## config.mk

```make
export PLATFORM = sky130hd
export DESIGN_NAME = srrc_tx_sched
export DESIGN_NICKNAME = d
export VERILOG_FILES = /design/src/rtl/srrc_tx_sched_pkg.sv /design/src/rtl/srrc_tx_sched_strobe_gen.sv /design/src/rtl/srrc_tx_sched.sv
export SDC_FILE = /design/constraint.sdc
export NUM_CORES = 1
export LEC_CHECK = 0
export ABC_CLOCK_PERIOD_IN_PS = 2400
export CAP_MARGIN = 20
export CORE_UTILIZATION = 51
export CTS_BUF_LIST = sky130_fd_sc_hd__clkbuf_8
export CTS_CLUSTER_DIAMETER = 200
export DETAILED_ROUTE_END_ITERATION = 10
export GPL_ROUTABILITY_DRIVEN = 0
export PLACE_DENSITY = 0.82
export RECOVER_POWER = 25
export SETUP_SLACK_MARGIN = 0.5
export SLEW_MARGIN = 20
export SYNTH_ARGS = -nofsm -noshare
export SYNTH_HDL_FRONTEND = slang
export SYNTH_SLANG_ARGS = --single-unit
```

## constraint.sdc

```tcl
create_clock -name clk -period 2.4 [get_ports clk]
set_input_delay 0.48 -clock clk [delete_from_list [all_inputs] [get_ports clk]]
set_output_delay 0.48 -clock clk [all_outputs]
set_load 0.03 [all_outputs]
```

## src/rtl/srrc_tx_sched_pkg.sv

```systemverilog
// Shared definitions for the SRRC TX sequencer: FSM encodings and
// sample-path constants common to the mapper and filter.
package srrc_tx_sched_pkg;

  typedef enum logic [1:0] {
    IDLE  = 2'd0,
    RUN   = 2'd1,
    FLUSH = 2'd2
  } tx_state_e;

  localparam int FLT_TAPS_DEF = 121;
  localparam int SAMPLE_W     = 18;

endpackage

```

## src/rtl/srrc_tx_sched_strobe_gen.sv

```systemverilog
// Free-running sample/symbol strobe generator. Also flags the load cycle one
// clock before each sample strobe so the filter input is stable at capture.
module srrc_strobe_gen #(
  parameter int CLK_PER_SAM = 4,
  parameter int SAM_PER_SYM = 4
) (
  input  logic clk,
  input  logic reset,
  output logic sam_clk_en,
  output logic sym_clk_en,
  output logic load,
  output logic load_ph0
);

  localparam int CNT_W = $clog2(CLK_PER_SAM);
  localparam int PH_W  = $clog2(SAM_PER_SYM);
  localparam logic [CNT_W-1:0] CNT_LAST = CNT_W'(CLK_PER_SAM - 1);
  localparam logic [CNT_W-1:0] CNT_LOAD = CNT_W'(CLK_PER_SAM - 2);
  localparam logic [PH_W-1:0]  PH_LAST  = PH_W'(SAM_PER_SYM - 1);

  logic [CNT_W-1:0] clk_cnt_q, clk_cnt_d;
  logic [PH_W-1:0]  ph_q, ph_d;
  logic             sam_clk_en_q, sam_clk_en_d;
  logic             sym_clk_en_q, sym_clk_en_d;

  // ph_q holds the phase of the sample the next strobe captures, so it only
  // moves after a strobe has gone by.
  always_comb begin
    clk_cnt_d = (clk_cnt_q == CNT_LAST) ? '0 : clk_cnt_q + 1'b1;
    ph_d      = ph_q;
    if (sam_clk_en_q) begin
      ph_d = (ph_q == PH_LAST) ? '0 : ph_q + 1'b1;
    end
    sam_clk_en_d = (clk_cnt_d == CNT_LAST);
    sym_clk_en_d = sam_clk_en_d && (ph_d == '0);
  end

  always_ff @(posedge clk) begin
    if (reset) begin
      clk_cnt_q    <= '0;
      ph_q         <= '0;
      sam_clk_en_q <= 1'b0;
      sym_clk_en_q <= 1'b0;
    end else begin
      clk_cnt_q    <= clk_cnt_d;
      ph_q         <= ph_d;
      sam_clk_en_q <= sam_clk_en_d;
      sym_clk_en_q <= sym_clk_en_d;
    end
  end

  assign sam_clk_en = sam_clk_en_q;
  assign sym_clk_en = sym_clk_en_q;
  assign load       = (clk_cnt_q == CNT_LOAD);
  assign load_ph0   = load && (ph_q == '0);

endmodule

```

## src/rtl/srrc_tx_sched.sv

```systemverilog
// SRRC TX sequencer: zero-stuffing upsampler with symbol handshake, underrun
// accounting and delay-line flush control for the pulse-shaping filter.
module srrc_tx_sched
  import srrc_tx_sched_pkg::*;
#(
  parameter int CLK_PER_SAM = 4,
  parameter int SAM_PER_SYM = 4,
  parameter int FLT_TAPS    = FLT_TAPS_DEF,
  parameter int LAT_SAM     = 3,
  parameter int UND_W       = 16
) (
  input  logic                clk,
  input  logic                reset,
  input  logic                start,
  input  logic                stop,
  input  logic [SAMPLE_W-1:0] sym_data,
  input  logic                sym_valid,
  output logic                sym_ready,
  output logic [SAMPLE_W-1:0] flt_in,
  output logic                sam_clk_en,
  output logic                sym_clk_en,
  output logic                out_valid,
  output logic                busy,
  output logic                underrun,
  output logic [UND_W-1:0]    underrun_cnt
);

  localparam int FLUSH_LEN = FLT_TAPS + LAT_SAM;
  localparam int FC_W      = $clog2(FLUSH_LEN + 1);
  localparam int LAT_W     = $clog2(LAT_SAM + 1);
  localparam logic [FC_W-1:0]  FLUSH_LAST = FC_W'(FLUSH_LEN - 1);
  localparam logic [LAT_W-1:0] LAT_LAST   = LAT_W'(LAT_SAM - 1);

  tx_state_e           state_q, state_d;
  logic                start_pend_q, start_pend_d;
  logic                stop_pend_q, stop_pend_d;
  logic [SAMPLE_W-1:0] flt_in_q, flt_in_d;
  logic                underrun_q, underrun_d;
  logic [UND_W-1:0]    underrun_cnt_q, underrun_cnt_d;
  logic [FC_W-1:0]     flush_cnt_q, flush_cnt_d;
  logic [LAT_W-1:0]    lat_cnt_q, lat_cnt_d;
  logic                out_valid_q, out_valid_d;
  logic                busy_q, busy_d;
  logic                sam_en, sym_en, load, load_ph0, fetch;

  srrc_strobe_gen #(
    .CLK_PER_SAM(CLK_PER_SAM),
    .SAM_PER_SYM(SAM_PER_SYM)
  ) u_strobe (
    .clk        (clk),
    .reset      (reset),
    .sam_clk_en (sam_en),
    .sym_clk_en (sym_en),
    .load       (load),
    .load_ph0   (load_ph0)
  );

  always_comb begin
    state_d        = state_q;
    start_pend_d   = start_pend_q;
    stop_pend_d    = stop_pend_q;
    flt_in_d       = flt_in_q;
    underrun_d     = 1'b0;
    underrun_cnt_d = underrun_cnt_q;
    flush_cnt_d    = flush_cnt_q;
    lat_cnt_d      = lat_cnt_q;
    out_valid_d    = out_valid_q;
    fetch          = 1'b0;

    case (state_q)
      IDLE: begin
        if (start && !stop) begin
          start_pend_d = 1'b1;
        end else if (stop && !start) begin
          start_pend_d = 1'b0;
        end
      end
      RUN: begin
        if (stop) begin
          stop_pend_d = 1'b1;
        end
      end
      default: ;
    endcase

    // The RUN entry slot fetches its symbol; the FLUSH entry slot feeds zero.
    if (load) begin
      flt_in_d = '0;
      if (load_ph0) begin
        if (state_q == IDLE && start_pend_q) begin
          state_d      = RUN;
          start_pend_d = 1'b0;
          lat_cnt_d    = '0;
          fetch        = 1'b1;
        end else if (state_q == RUN && stop_pend_q) begin
          state_d     = FLUSH;
          stop_pend_d = 1'b0;
          flush_cnt_d = '0;
        end else if (state_q == RUN) begin
          fetch = 1'b1;
        end
      end
      if (fetch && sym_valid) begin
        flt_in_d = sym_data;
      end else if (fetch) begin
        underrun_d = 1'b1;
        if (underrun_cnt_q != '1) begin
          underrun_cnt_d = underrun_cnt_q + 1'b1;
        end
      end
    end

    if (sam_en && state_q != IDLE) begin
      if (!out_valid_q) begin
        lat_cnt_d = lat_cnt_q + 1'b1;
        if (lat_cnt_q == LAT_LAST) begin
          out_valid_d = 1'b1;
        end
      end
      if (state_q == FLUSH) begin
        if (flush_cnt_q == FLUSH_LAST) begin
          state_d     = IDLE;
          out_valid_d = 1'b0;
        end else begin
          flush_cnt_d = flush_cnt_q + 1'b1;
        end
      end
    end

    busy_d = (state_d != IDLE);
  end

  always_ff @(posedge clk) begin
    if (reset) begin
      state_q        <= IDLE;
      start_pend_q   <= 1'b0;
      stop_pend_q    <= 1'b0;
      flt_in_q       <= '0;
      underrun_q     <= 1'b0;
      underrun_cnt_q <= '0;
      flush_cnt_q    <= '0;
      lat_cnt_q      <= '0;
      out_valid_q    <= 1'b0;
      busy_q         <= 1'b0;
    end else begin
      state_q        <= state_d;
      start_pend_q   <= start_pend_d;
      stop_pend_q    <= stop_pend_d;
      flt_in_q       <= flt_in_d;
      underrun_q     <= underrun_d;
      underrun_cnt_q <= underrun_cnt_d;
      flush_cnt_q    <= flush_cnt_d;
      lat_cnt_q      <= lat_cnt_d;
      out_valid_q    <= out_valid_d;
      busy_q         <= busy_d;
    end
  end

  assign sym_ready    = fetch && sym_valid;
  assign flt_in       = flt_in_q;
  assign sam_clk_en   = sam_en;
  assign sym_clk_en   = sym_en;
  assign out_valid    = out_valid_q;
  assign busy         = busy_q;
  assign underrun     = underrun_q;
  assign underrun_cnt = underrun_cnt_q;

endmodule
```

# Yosys cells after proc, flatten, opt, wreduce, memory -nomap -nowiden
# Index checks and enable logic that the tools add are counted.
# classes
mux,46
bitwise_logic,2
n_addsub,5
n_reduce_logical,18
eq_ne,9
# op_table
op,n
7-bit 2-to-1 mux,7
2-bit 2-to-1 mux,15
1-bit 2-to-1 mux,23
18-bit 2-to-1 mux,1
"16-bit by 1-bit adder with 16-bit output, second input constant",1
"16-bit inequality test, second input constant",1
"2-bit equality test, second input constant",6
1-bit logical AND,9
"7-bit by 1-bit adder with 7-bit output, second input constant",1
"7-bit equality test, second input constant",1
"2-bit by 1-bit adder with 2-bit output, second input constant",3
2-bit zero test,3
4-bit AND reduction,1
2-bit nonzero test,2
3-bit OR reduction,1
"2-bit by 1-bit equality test with 1-bit output, second input constant",1
1-bit zero test,2
1-bit NOT,2
# totals
out_inout_bits,40
input_bits,23
register_bits,56

# Longest topological paths before layout
# depth
ltp_word,10
mapped_depth,8
depth_no_buf,6

# Cells and area by module
# A second synthesis with hierarchy kept.
# unflattened
cells_unflattened,301
area_unflattened_um2,2596.2
# by_module_without_submodules
mod,area_each_um2,n_inst,cells_each
srrc_tx_sched,2328.5,1,274
srrc_strobe_gen,267.8,1,27

# Least setup slack after synthesis
# No wires, ideal clock.
# synth_path
path_kind,reg2reg
startpoint,register underrun_cnt_q[5] (netlist: underrun_cnt[5])
endpoint,register underrun_cnt_q[13] (netlist: underrun_cnt[13])
t_arrival_ps,1781
n_path_buf,1
required_ps,2279
path_slack_ps,498
path_stages_with_launch,6
cell_sequence,dfxtp_1 > nand4_4 > or2_0 > clkbuf_2 > nor4_1 > mux2_2
# synth_via
elab_chain_len,2
# synth_lines
element,line,rtl
"start, declared",srrc_tx_sched.sv:39,"logic [UND_W-1:0] underrun_cnt_q, underrun_cnt_d;"
"start signal, assigned",srrc_tx_sched.sv:151,underrun_cnt_q <= underrun_cnt_d;
"parallel branches: the longest is 2 deep, another holds 16-bit by 1-bit adder with 16-bit output",-,
# Parallel ways; which one is timed is not known.
# A chain may end at the register's enable or synchronous reset.

# Worst setup path after layout
# layout_path
startpoint,register u_strobe.ph_q[1]
endpoint,output port sym_ready
# layout_via
elab_chain_len,6
# layout_lines
element,line,rtl
"start, declared",srrc_tx_sched_strobe_gen.sv:22,"logic [PH_W-1:0] ph_q, ph_d;"
"start signal, assigned",srrc_tx_sched_strobe_gen.sv:46,ph_q <= ph_d;
2-bit zero test,srrc_tx_sched_strobe_gen.sv:55,assign load_ph0 = load && (ph_q == '0);
1-bit logical AND,srrc_tx_sched_strobe_gen.sv:55,
1-bit 2-to-1 mux,srrc_tx_sched.sv:89,if (load_ph0) begin
1-bit 2-to-1 mux (2 in a row),srrc_tx_sched.sv:87,if (load) begin
1-bit logical AND,srrc_tx_sched.sv:159,assign sym_ready = fetch && sym_valid;
"end, declared",srrc_tx_sched.sv:18,"output logic sym_ready,"
# No other way between the ends. The select of a mux whose other input is x is not followed.

==> run metrics <==
worst-skew pair later-pin latency 0.31 ns; CTS sink count 56; Avg WL per Cell approximately 14 um; synth-to-layout area growth 36.5%; I/O pins 63; synthesized flop and latch total between 50 and 60; Cell Chain, Critical Path inv_2 -> ha_4 -> and4b_1 -> o21a_1 -> buf_6; core area 4750 um^2; max-slew violations 0; Switching Power around 470 uW; First-pass DRT Iterations 4; CTS H-Tree Depth 2; Clock Skews roughly 0.0043 ns; Fin Setup TNS 0 ns; pre-CTS setup slack between 0.1 and 0.15 ns; minimum clock period 1.90 ns; worst endpoint data arrival time approximately 1.4 ns; Comb power frac 15.5%; initial antenna violation count 0; Layout Nets between 300 and 400; Synth Warn # 0; worst setup margin 0.497 ns; relative max-transition margin 73.9%; Post-DP Area 3200 um^2; crit path capture type output pin; fmax approximately 530 MHz; Req. time, crit path about 1.9 ns; post-route cell area 3450 um^2; crit path max fanout 4; EDFF count, synth 0; Clock Power Share 29.8%; Int Power 1.33 mW; Starting Density 53.2%; ratio of cells with drive above 1 in the final layout ~17%; root buffer cell clkbuf_8; largest net degree at the start of global routing 33; Fillers 375; Flop pwr share 54.7%; status completed; Final Cycle Share 79.3%; RSZ-0062 raised after global routing yes; worst hold slack 0.450 ns; Synth cell types 48; CP peak stage delay approximately 0.39 ns; slowest cell on the critical path dfxtp_1; via/cell ratio 5.48; Mapped Cells roughly 270; Worst R2R Start u_strobe.ph_q[1]; Hold Violations, Final 0; PortBufs 62; Row Count 25; first-pass GRT wire length 8990 um; worst vdd ir between 400 and 500 uV; critical path's top delay family flip-flops; count of final setup violators 0; Final Util 72.6%; routed via count 2225; antenna viol nets, final 0; Chip Height a little over 70 um; switch share around a quarter; number of diodes 0; Slew @ Worst Pin 0.394 ns; # DRC 0; Syn Area/Cell 9.40 um^2; async set-reset flop share out of synthesis 0%; Post-Syn Nets 300; Clock Path Buffers 2; DR iter-0 viols slightly below 100; vias in the first global route approximately 2000; CTS tree done; post-synthesis sequential area ratio 44.3%; Crit. Startpoint u_strobe.ph_q[1]; CP startpoint kind flop; Pwr Density 519 nW/um^2; most common flop cell mapped by yosys dfxtp_1; CTS buffer count 5; DP HPWL 3780 um; min-delay src u_strobe.clk_cnt_q[0]; # Max-Cap Violations 0; critical path type flop to output pin; Tot GR Track Use a little over a fifth; worst path bufs/invs 2; Die Wd 72.4 um; Synth Cell Area 2530 um^2; GRT overflow 0; Total Wirelength between 5000 and 6000 um; leak pwr ~1.3 nW; Die ar. 5240 um^2; Clk pin slew, worst setup/hold paths 0.09 ns; Worst Hold Class flop to flop
==> cell families after synthesis <==
logic type | Yosys count | synth area share, %
xor gates and xnor gates | 4 | 1.39
buffers and inverters | 25 | 4.60
DFF | 56 | 44.3
adders and majority gates | 8 | 3.96
AOI/OAI and AO/OA | 49 | 12.2
and+or+nand+nor | 103 | 23.9
muxes | 24 | 9.70
==> flip-flops by register name, summed over array words and instances, names as in the netlist <==
signal               count
busy                     1
stop_pend_q              1
start_pend_q             1
u_strobe.sym_clk_en      1
out_valid                1
lat_cnt_q                2
flush_cnt_q              7
u_strobe.ph_q            2
underrun_cnt            16
u_strobe.sam_clk_en      1
flt_in                  18
underrun                 1
state_q                  2
u_strobe.clk_cnt_q       2
==> layout make-up <==
| type | count | area [um^2] | share of cell area (%) |
|---|---|---|---|
| Sequential cell | 56 | 1140 | 33.0 |
| Multi-Input combinational cell | 188 | 1370 | 39.7 |
| Timing Repair Buffer | 77 | 727 | 21.1 |
| Clock inverter | 2 | 10.0 | 0.290 |
| Tap cell | 67 | 83.8 | 2.43 |
| Clock buffer | 6 | 82.6 | 2.39 |
| Inverter | 10 | 37.5 | 1.09 |
==> repair_timing <==
item / in CTS / in global routing
buffers inserted: 0 / 11
pin swaps: 0 / 3
setup endpoints to repair: 19 / 19
gates resized for setup: 18 / 27
hold buffers: 0 / 0
==> cell usage in the layout (no fill, tap or decap), drive strengths merged, types with 2 or more instances in the layout <==
| cell | Yosys | final |
|---|---|---|
| or4 | 9 | 9 |
| xnor2 | 2 | 2 |
| a21oi | 22 | 22 |
| and3b | 2 | 2 |
| mux2 | 4 | 4 |
| nor2 | 33 | 33 |
| clkinv | 0 | 2 |
| o211ai | 6 | 6 |
| nand2 | 5 | 5 |
| buf | 7 | 16 |
| xor2 | 2 | 2 |
| and2b | 2 | 2 |
| or3 | 4 | 4 |
| clkdlybuf4s50 | 0 | 45 |
| nand4 | 8 | 8 |
| or2 | 2 | 2 |
| ha | 8 | 8 |
| inv | 10 | 10 |
| and4 | 3 | 3 |
| nand3 | 8 | 8 |
| clkbuf | 8 | 7 |
| nor3 | 8 | 8 |
| nand2b | 2 | 2 |
| dlygate4sd2 | 0 | 13 |
| o21ai | 7 | 7 |
| mux2i | 20 | 20 |
| o31ai | 10 | 10 |
| nor4 | 5 | 5 |
| nor2b | 7 | 7 |
| dfxtp | 56 | 56 |
==> metrics by stage <==
step | std cells | total power [mW]
3_5_place_dp | 387 | 1.26
2_1_floorplan | 269 | 1.15
5_1_grt | 406 | 1.86
6_report | 406 | 1.79
3_3_place_gp | 387 | 1.25
4_1_cts | 395 | 1.79
==> power groups by stage <==
stage | clock network (mW) | registers [mW] | logic [mW]
floorplan | 0 | 1.04 | 0.110
global placement | 0 | 0.999 | 0.254
detailed placement | 0 | 1.00 | 0.258
CTS | 0.544 | 0.980 | 0.262
global route | 0.580 | 0.985 | 0.299
finish | 0.533 | 0.980 | 0.278
==> Yosys cell counts (5+ instances only) <==
master	n	area share [%]
a21oi_1	22	4.4
clkbuf_1	6	0.89
dfxtp_1	56	44
ha_1	8	4.0
inv_1	10	1.5
mux2i_1	20	7.9
nand2_1	5	0.74
nand3_1	8	1.6
nand4_1	7	1.7
nor2_1	33	4.9
nor2b_1	7	1.7
nor3_1	8	1.6
o21ai_0	6	1.2
o31ai_1	10	3.0
or4_1	8	2.4
==> worst paths after layout <==
path	endpoint	slack, ns	depth (start not counted)
worst min register to register	u_strobe.clk_cnt_q[0]	0.45	1
worst max register to register	underrun_cnt[8]	0.56	6
worst max-delay path	sym_ready	0.50	5
worst min-delay path	u_strobe.clk_cnt_q[0]	0.45	1
==> per-layer routing <==
metal | vias up | share of wire, % | track usage, %
li1 | 1113 | - | -
met1 | 1059 | 45 | 27.5
met2 | 46 | 49 | 36.0
met3 | 7 | 3.9 | 5.00
met4 | 0 | 1.8 | 8.71
met5 | - | 0 | 0
==> worst register-to-register path: stages (launching register included) <==
cell and delay [ns]:
dfxtp_1 0.35, inv_2 0.08, ha_4 0.15, and4bb_2 0.33, o211ai_4 0.15, or4_2 0.56
a21oi_1 0.16
No activity file was read; power rests on OpenSTA's default activity.
